--- config.mk ---
export PLATFORM = sky130hd
export DESIGN_NAME = rv32_lsu_handshake
export DESIGN_NICKNAME = d
export VERILOG_FILES = /design/src/rtl/rv32_lsu_handshake.sv
export SDC_FILE = /design/constraint.sdc
export NUM_CORES = 1
export LEC_CHECK = 0
export CAP_MARGIN = 20
export CORE_MARGIN = 2
export CORE_UTILIZATION = 48
export DETAILED_ROUTE_END_ITERATION = 6
export PLACE_DENSITY = 0.86
export SLEW_MARGIN = 20
export SYNTH_ARGS = -nofsm -noshare
export SYNTH_HDL_FRONTEND = slang
export SYNTH_SLANG_ARGS = --single-unit
--- constraint.sdc ---
create_clock -name i_clk -period 3.4 [get_ports i_clk]
set_clock_uncertainty 0.05 [all_clocks]
set_input_delay 0.85 -clock i_clk [delete_from_list [all_inputs] [get_ports i_clk]]
set_output_delay 0.85 -clock i_clk [all_outputs]
set_load 0.05 [all_outputs]
--- src/rtl/rv32_lsu_handshake.sv ---
// rtl/rv32_lsu_handshake.sv - RV32I load/store unit on a valid/ready memory bus
// Decodes one request at a time; reports misaligned, illegal-funct3 and bus-timeout errors.
module rv32_lsu_handshake #(
  parameter int ADDR_W   = 32,
  parameter int MAX_WAIT = 15,
  parameter int CNT_W    = 8
) (
  input  logic              i_clk,
  input  logic              i_rst,
  input  logic              i_req_valid,
  output logic              o_req_ready,
  input  logic              i_req_store,
  input  logic [2:0]        i_req_funct3,
  input  logic [ADDR_W-1:0] i_req_addr,
  input  logic [31:0]       i_req_wdata,
  output logic              o_rsp_valid,
  output logic [31:0]       o_rsp_rdata,
  output logic [1:0]        o_rsp_err,
  output logic              o_mem_valid,
  input  logic              i_mem_ready,
  output logic [ADDR_W-1:0] o_mem_addr,
  output logic              o_mem_rEN,
  output logic [3:0]        o_mem_wMASK,
  output logic [31:0]       o_mem_wdata,
  input  logic [31:0]       i_mem_rdata
);

  typedef enum logic [1:0] {S_IDLE, S_BUS, S_RESP} state_t;

  localparam logic [CNT_W-1:0] MAX_CNT = CNT_W'(MAX_WAIT);

  state_t            r_state, w_next;
  logic              r_store;
  logic [2:0]        r_funct3;
  logic [ADDR_W-1:0] r_addr;
  logic [31:0]       r_wdata;
  logic [31:0]       r_rdata;
  logic [1:0]        r_err;
  logic [CNT_W-1:0]  r_cnt;

  logic              w_accept, w_illegal, w_misal, w_timeout;
  logic [15:0]       w_half;
  logic [7:0]        w_byte;
  logic [31:0]       w_load;
  logic [3:0]        w_mask;
  logic [31:0]       w_wdata;

  assign o_req_ready = (r_state == S_IDLE) && !i_rst;
  assign w_accept    = i_req_valid && o_req_ready;

  assign w_illegal = i_req_store ? (i_req_funct3 > 3'd2)
                                 : (i_req_funct3 == 3'b011 || i_req_funct3[2:1] == 2'b11);
  assign w_misal   = (i_req_funct3[1:0] == 2'b01 && i_req_addr[0]) ||
                     (i_req_funct3[1:0] == 2'b10 && i_req_addr[1:0] != 2'b00);
  assign w_timeout = (MAX_WAIT != 0) && (r_cnt == MAX_CNT);

  // Lane steering works from the registered address so bus outputs stay stable across waits
  assign w_half = r_addr[1] ? i_mem_rdata[31:16] : i_mem_rdata[15:0];
  assign w_byte = r_addr[0] ? w_half[15:8] : w_half[7:0];

  always_comb begin
    w_load = i_mem_rdata;
    case (r_funct3)
      3'b000:  w_load = {{24{w_byte[7]}}, w_byte};
      3'b001:  w_load = {{16{w_half[15]}}, w_half};
      3'b100:  w_load = {24'b0, w_byte};
      3'b101:  w_load = {16'b0, w_half};
      default: w_load = i_mem_rdata;
    endcase
  end

  always_comb begin
    w_mask  = 4'b1111;
    w_wdata = r_wdata;
    case (r_funct3[1:0])
      2'b00: begin
        w_mask  = 4'b0001 << r_addr[1:0];
        w_wdata = {4{r_wdata[7:0]}};
      end
      2'b01: begin
        w_mask  = r_addr[1] ? 4'b1100 : 4'b0011;
        w_wdata = {2{r_wdata[15:0]}};
      end
      default: begin
        w_mask  = 4'b1111;
        w_wdata = r_wdata;
      end
    endcase
  end

  assign o_mem_valid = (r_state == S_BUS);
  assign o_mem_rEN   = o_mem_valid && !r_store;
  assign o_mem_wMASK = (o_mem_valid && r_store) ? w_mask : 4'b0000;
  assign o_mem_addr  = {r_addr[ADDR_W-1:2], 2'b00};
  assign o_mem_wdata = w_wdata;
  assign o_rsp_valid = (r_state == S_RESP);
  assign o_rsp_rdata = r_rdata;
  assign o_rsp_err   = r_err;

  always_comb begin
    w_next = r_state;
    case (r_state)
      S_IDLE:  if (w_accept) w_next = (w_illegal || w_misal) ? S_RESP : S_BUS;
      S_BUS:   if (i_mem_ready || w_timeout) w_next = S_RESP;
      S_RESP:  w_next = S_IDLE;
      default: w_next = S_IDLE;
    endcase
  end

  always_ff @(posedge i_clk) begin
    if (i_rst) r_state <= S_IDLE;
    else       r_state <= w_next;
  end

  always_ff @(posedge i_clk) begin
    if (i_rst) begin
      r_store  <= 1'b0;
      r_funct3 <= 3'b000;
      r_addr   <= '0;
      r_wdata  <= 32'b0;
      r_rdata  <= 32'b0;
      r_err    <= 2'b00;
      r_cnt    <= '0;
    end else if (w_accept) begin
      r_store  <= i_req_store;
      r_funct3 <= i_req_funct3;
      r_addr   <= i_req_addr;
      r_wdata  <= i_req_wdata;
      r_rdata  <= 32'b0;
      r_cnt    <= '0;
      r_err    <= w_illegal ? 2'b11 : (w_misal ? 2'b01 : 2'b00);
    end else if (r_state == S_BUS) begin
      if (i_mem_ready) begin
        if (!r_store) r_rdata <= w_load;
        r_err <= 2'b00;
      end else if (w_timeout) begin
        r_err <= 2'b10;
      end else begin
        r_cnt <= r_cnt + 1'b1;
      end
    end
  end

endmodule

==> results.rst <==
.. list-table::
   :header-rows: 1

   * - Metric
     - Value
   * - Fmax
     - 0.326 GHz
   * - Setup violations, final
     - 0
   * - Total grt overflow
     - 0
   * - Nature of the critical path startpoint
     - flip-flop
   * - Starting density of the core
     - about half
   * - Synth async-reset ratio
     - 0%
   * - Drt wl/cell
     - 15.9 um
   * - Library cell occupying the most area in the post-synthesis netlist
     - sky130_fd_sc_hd__dfxtp_1
   * - Class of the most critical hold timing path
     - flip-flop to flip-flop
   * - RSZ-0062 raised after global routing
     - false
   * - Vertical extent of the die
     - 111 um
   * - Fraction of final layout cells sized beyond drive strength 1
     - 10.5%
   * - Count leader, synth
     - sky130_fd_sc_hd__nand2_1
   * - Number of vias after detailed routing
     - approximately 5,100
   * - Post-layout total power
     - 3.33 mW
   * - Post-detailed-placement half-perimeter wirelength
     - 11,000 um
   * - Synthesized instance count
     - roughly 670
   * - CTS tree
     - done
   * - Input/output buffers
     - 207
   * - Synthesized area
     - 0.00550 mm2
   * - Core area
     - 0.0113 mm2
   * - Leakage Power
     - 2.73 nW
   * - Final slew viol count
     - 0
   * - Cts hold-fix bufs
     - 0
   * - Most frequent cells after synthesis
     - sky130_fd_sc_hd__nand2_1 (117), sky130_fd_sc_hd__dfxtp_1 (112), sky130_fd_sc_hd__o21ai_0 (87)
   * - CP Data Required Time
     - 2500 ps
   * - Top Family by Delay on Critical Path
     - flip-flops
   * - Relative slew slack
     - 50.3%
   * - Site row count
     - 39
   * - Top cells by area in the synthesized netlist
     - sky130_fd_sc_hd__dfxtp_1 (41%), sky130_fd_sc_hd__nand2_1 (8.0%), sky130_fd_sc_hd__o21ai_0 (7.9%)
   * - Wire length of the first global-routing pass
     - between 20,000 and 25,000 um
   * - Critical path peak fanout
     - 32
   * - Kind of capture point of the worst setup path
     - output port
   * - Fraction of the yosys area taken by sequential cells
     - 40.8%
   * - Vias in the first global route
     - 4,972
   * - Maximum root-to-sink buffer count
     - 2
   * - Post-CTS Repair Setup Buffers
     - 0
   * - Power per standard cell area
     - about 440 mW/mm2
   * - Count of flip-flops with a built-in enable after synthesis
     - 0
   * - Die Outline Area
     - 0.0123 mm2
   * - Buffer cell driving the clock tree root
     - sky130_fd_sc_hd__clkbuf_16
   * - Final GP Congestion
     - between 0.8 and 0.9
   * - DRC violation count after routing
     - 0
   * - Portion of the clock cycle consumed by the worst path in the final layout
     - 90.2%
   * - Maximum level of the CTS H-tree
     - 3
   * - Cell depth of the worst min-delay path
     - 2
   * - Cell chain of the critical path
     - buf_4 -> or3_4 -> nand3_1 -> nor2_1 -> buf_4
   * - Synthesized area per cell
     - 8.20 um2
   * - Top_reg_cell synth
     - sky130_fd_sc_hd__dfxtp_1
   * - Max-Cap Viols
     - 0
   * - Buf/Inv on CP
     - 2
   * - Insertion delay to the later sink of the worst-skew pair
     - 340 ps
   * - Quantity of gates resized following cts
     - 0
   * - Filler cell count in the final layout
     - 925
   * - Fin nets
     - roughly 900
   * - Post-Route WL
     - 15,300 um
   * - Arrival time of data at the critical path endpoint
     - approximately 2200 ps
   * - Number of register bits inferred by synthesis
     - 112
   * - Maximum number of pins on one net before global-route repair
     - 141
   * - Outcome
     - finished, final reports clean
   * - Area fraction of the dominant cell type after synthesis
     - 40.8%
   * - Number of sinks driven by the clock tree
     - 112
   * - Area added between synthesis and finish
     - 38.1%
   * - Setup CP Type
     - flip-flop to output port
   * - Worst stage delay on the critical path
     - 660 ps
   * - Min Tclk post-route
     - 3070 ps
   * - Number of cell instances on the worst register-to-register path
     - 5
   * - Cell repeated most along the worst path
     - sky130_fd_sc_hd__buf_4
   * - IO Pins
     - 210
   * - Die outline width
     - 111 um
   * - Transition at the pin with the smallest max-transition slack
     - 741 ps
   * - Fin Setup TNS
     - 0 ps
   * - Final Hold Vio Count
     - 0
   * - Number of violations reported at the end of detailed-routing iteration 0
     - 410
   * - Area of the multi-input gates
     - 0.00272 mm2
   * - Combined flip-flop and latch cell area
     - 0.00224 mm2
   * - Antenna cells
     - 0
   * - Global-route usage over all layers
     - 23.8%
   * - DP Worst Slack
     - 617 ps
   * - Library cell contributing the largest single delay on the critical path
     - sky130_fd_sc_hd__dfxtp_2
   * - Peak supply drop
     - between 0.0003 and 0.0004 V
   * - Worst setup slack after layout
     - about 330 ps
   * - Clock-pin slew on the worst setup and hold paths
     - 70 ps
   * - Count of distinct cell types in the synthesized netlist
     - 57
   * - CTS buffer count
     - 9
   * - Final antenna-violating net count
     - 0
   * - First-pass detailed-route iteration total
     - 5
   * - Antenna violations before repair
     - 0
   * - Path length in cells of the critical path
     - 5
   * - Via-to-Cell Ratio
     - 5.32
   * - Ys Warns
     - 0
metrics by stage:
stage,instances,utilization (%),instance area (um2),hold WS [ps]
2_1_floorplan,672,-,5500,393
3_3_place_gp,945,64.5,7310,402
3_5_place_dp,945,64.5,7310,409
4_1_cts,959,67.1,7590,421
5_1_grt,959,67.1,7590,447
6_report,959,67.1,7590,417
cell families (layout without fill, tap and decap cells):
kind of cell / Yosys count / in the layout / synth area share [%]
and+or+nand+nor: 258 / 258 / 23.4
xor gates and xnor gates: 6 / 6 / 0.956
adders and majority gates: 1 / 1 / 0.227
DFF: 112 / 112 / 40.8
other: 1 / 2 / 0.0682
buffers and inverters: 92 / 236 / 9.92
AOI/OAI and AO/OA: 167 / 167 / 17.9
muxes: 34 / 34 / 6.71
power breakdown:
part           internal [mW]  leakage (nW)  total, mW  switching [mW]
clock network          0.584         0.141       1.04           0.455
registers               1.38         0.917       1.45          0.0627
logic                  0.339          1.67      0.839           0.501
tightest hold or removal path, stage by stage (launching register included):
cell and delay, ps:
sky130_fd_sc_hd__dfxtp_1 310, sky130_fd_sc_hd__nand2b_1 60, sky130_fd_sc_hd__o21ai_1 50
routing by layer:
layer  vias up  routed length (um)  GRT usage, %
li1       2508                   -             -
met1      2342                6250          27.9
met2       224                7560          41.7
met3        29                1090          5.25
met4         0                 386          10.2
met5         -                   0             0
state kept, by name, summed over array words and instances, names as in the netlist:
| signal | count |
|---|---|
| o_rsp_rdata | 32 |
| r_addr | 32 |
| r_wdata | 32 |
| r_cnt | 8 |
| r_funct3 | 3 |
| o_rsp_err | 2 |
| r_state | 2 |
| r_store | 1 |
layout by cell type (no fill, tap or decap), drive strengths merged, types with 4 or more instances in the layout:
| master | n |
|---|---|
| nand2 | 118 |
| a31oi | 7 |
| buf | 28 |
| o211ai | 8 |
| nor2b | 4 |
| clkbuf | 11 |
| mux2i | 11 |
| o221a | 7 |
| nand3b | 8 |
| a21oi | 32 |
| nand2b | 68 |
| o21ai | 97 |
| nor3 | 10 |
| dfxtp | 112 |
| clkdlybuf4s50 | 189 |
| nand3 | 4 |
| nor2 | 33 |
| mux2 | 23 |
| inv | 5 |
final cells by class:
class                      count  share of cell area (%)
clock buffer                  11                    3.20
clock inverter                 3                   0.577
timing repair buffer         217                    28.3
inverter                       5                   0.247
multi-input combinational    468                    35.8
tap                          143                    2.36
sequential                   112                    29.5
path summary, 6_finish.rpt:
kind                                  start              end  slack (ps)
worst min register to register   r_addr[28]       r_addr[28]         420
worst max-delay path            r_funct3[1]   o_mem_wMASK[3]         330
worst max register to register  r_funct3[1]  o_rsp_rdata[18]        1000
worst min-delay path             r_addr[28]       r_addr[28]         420
No activity file was read; power rests on OpenSTA's default activity.
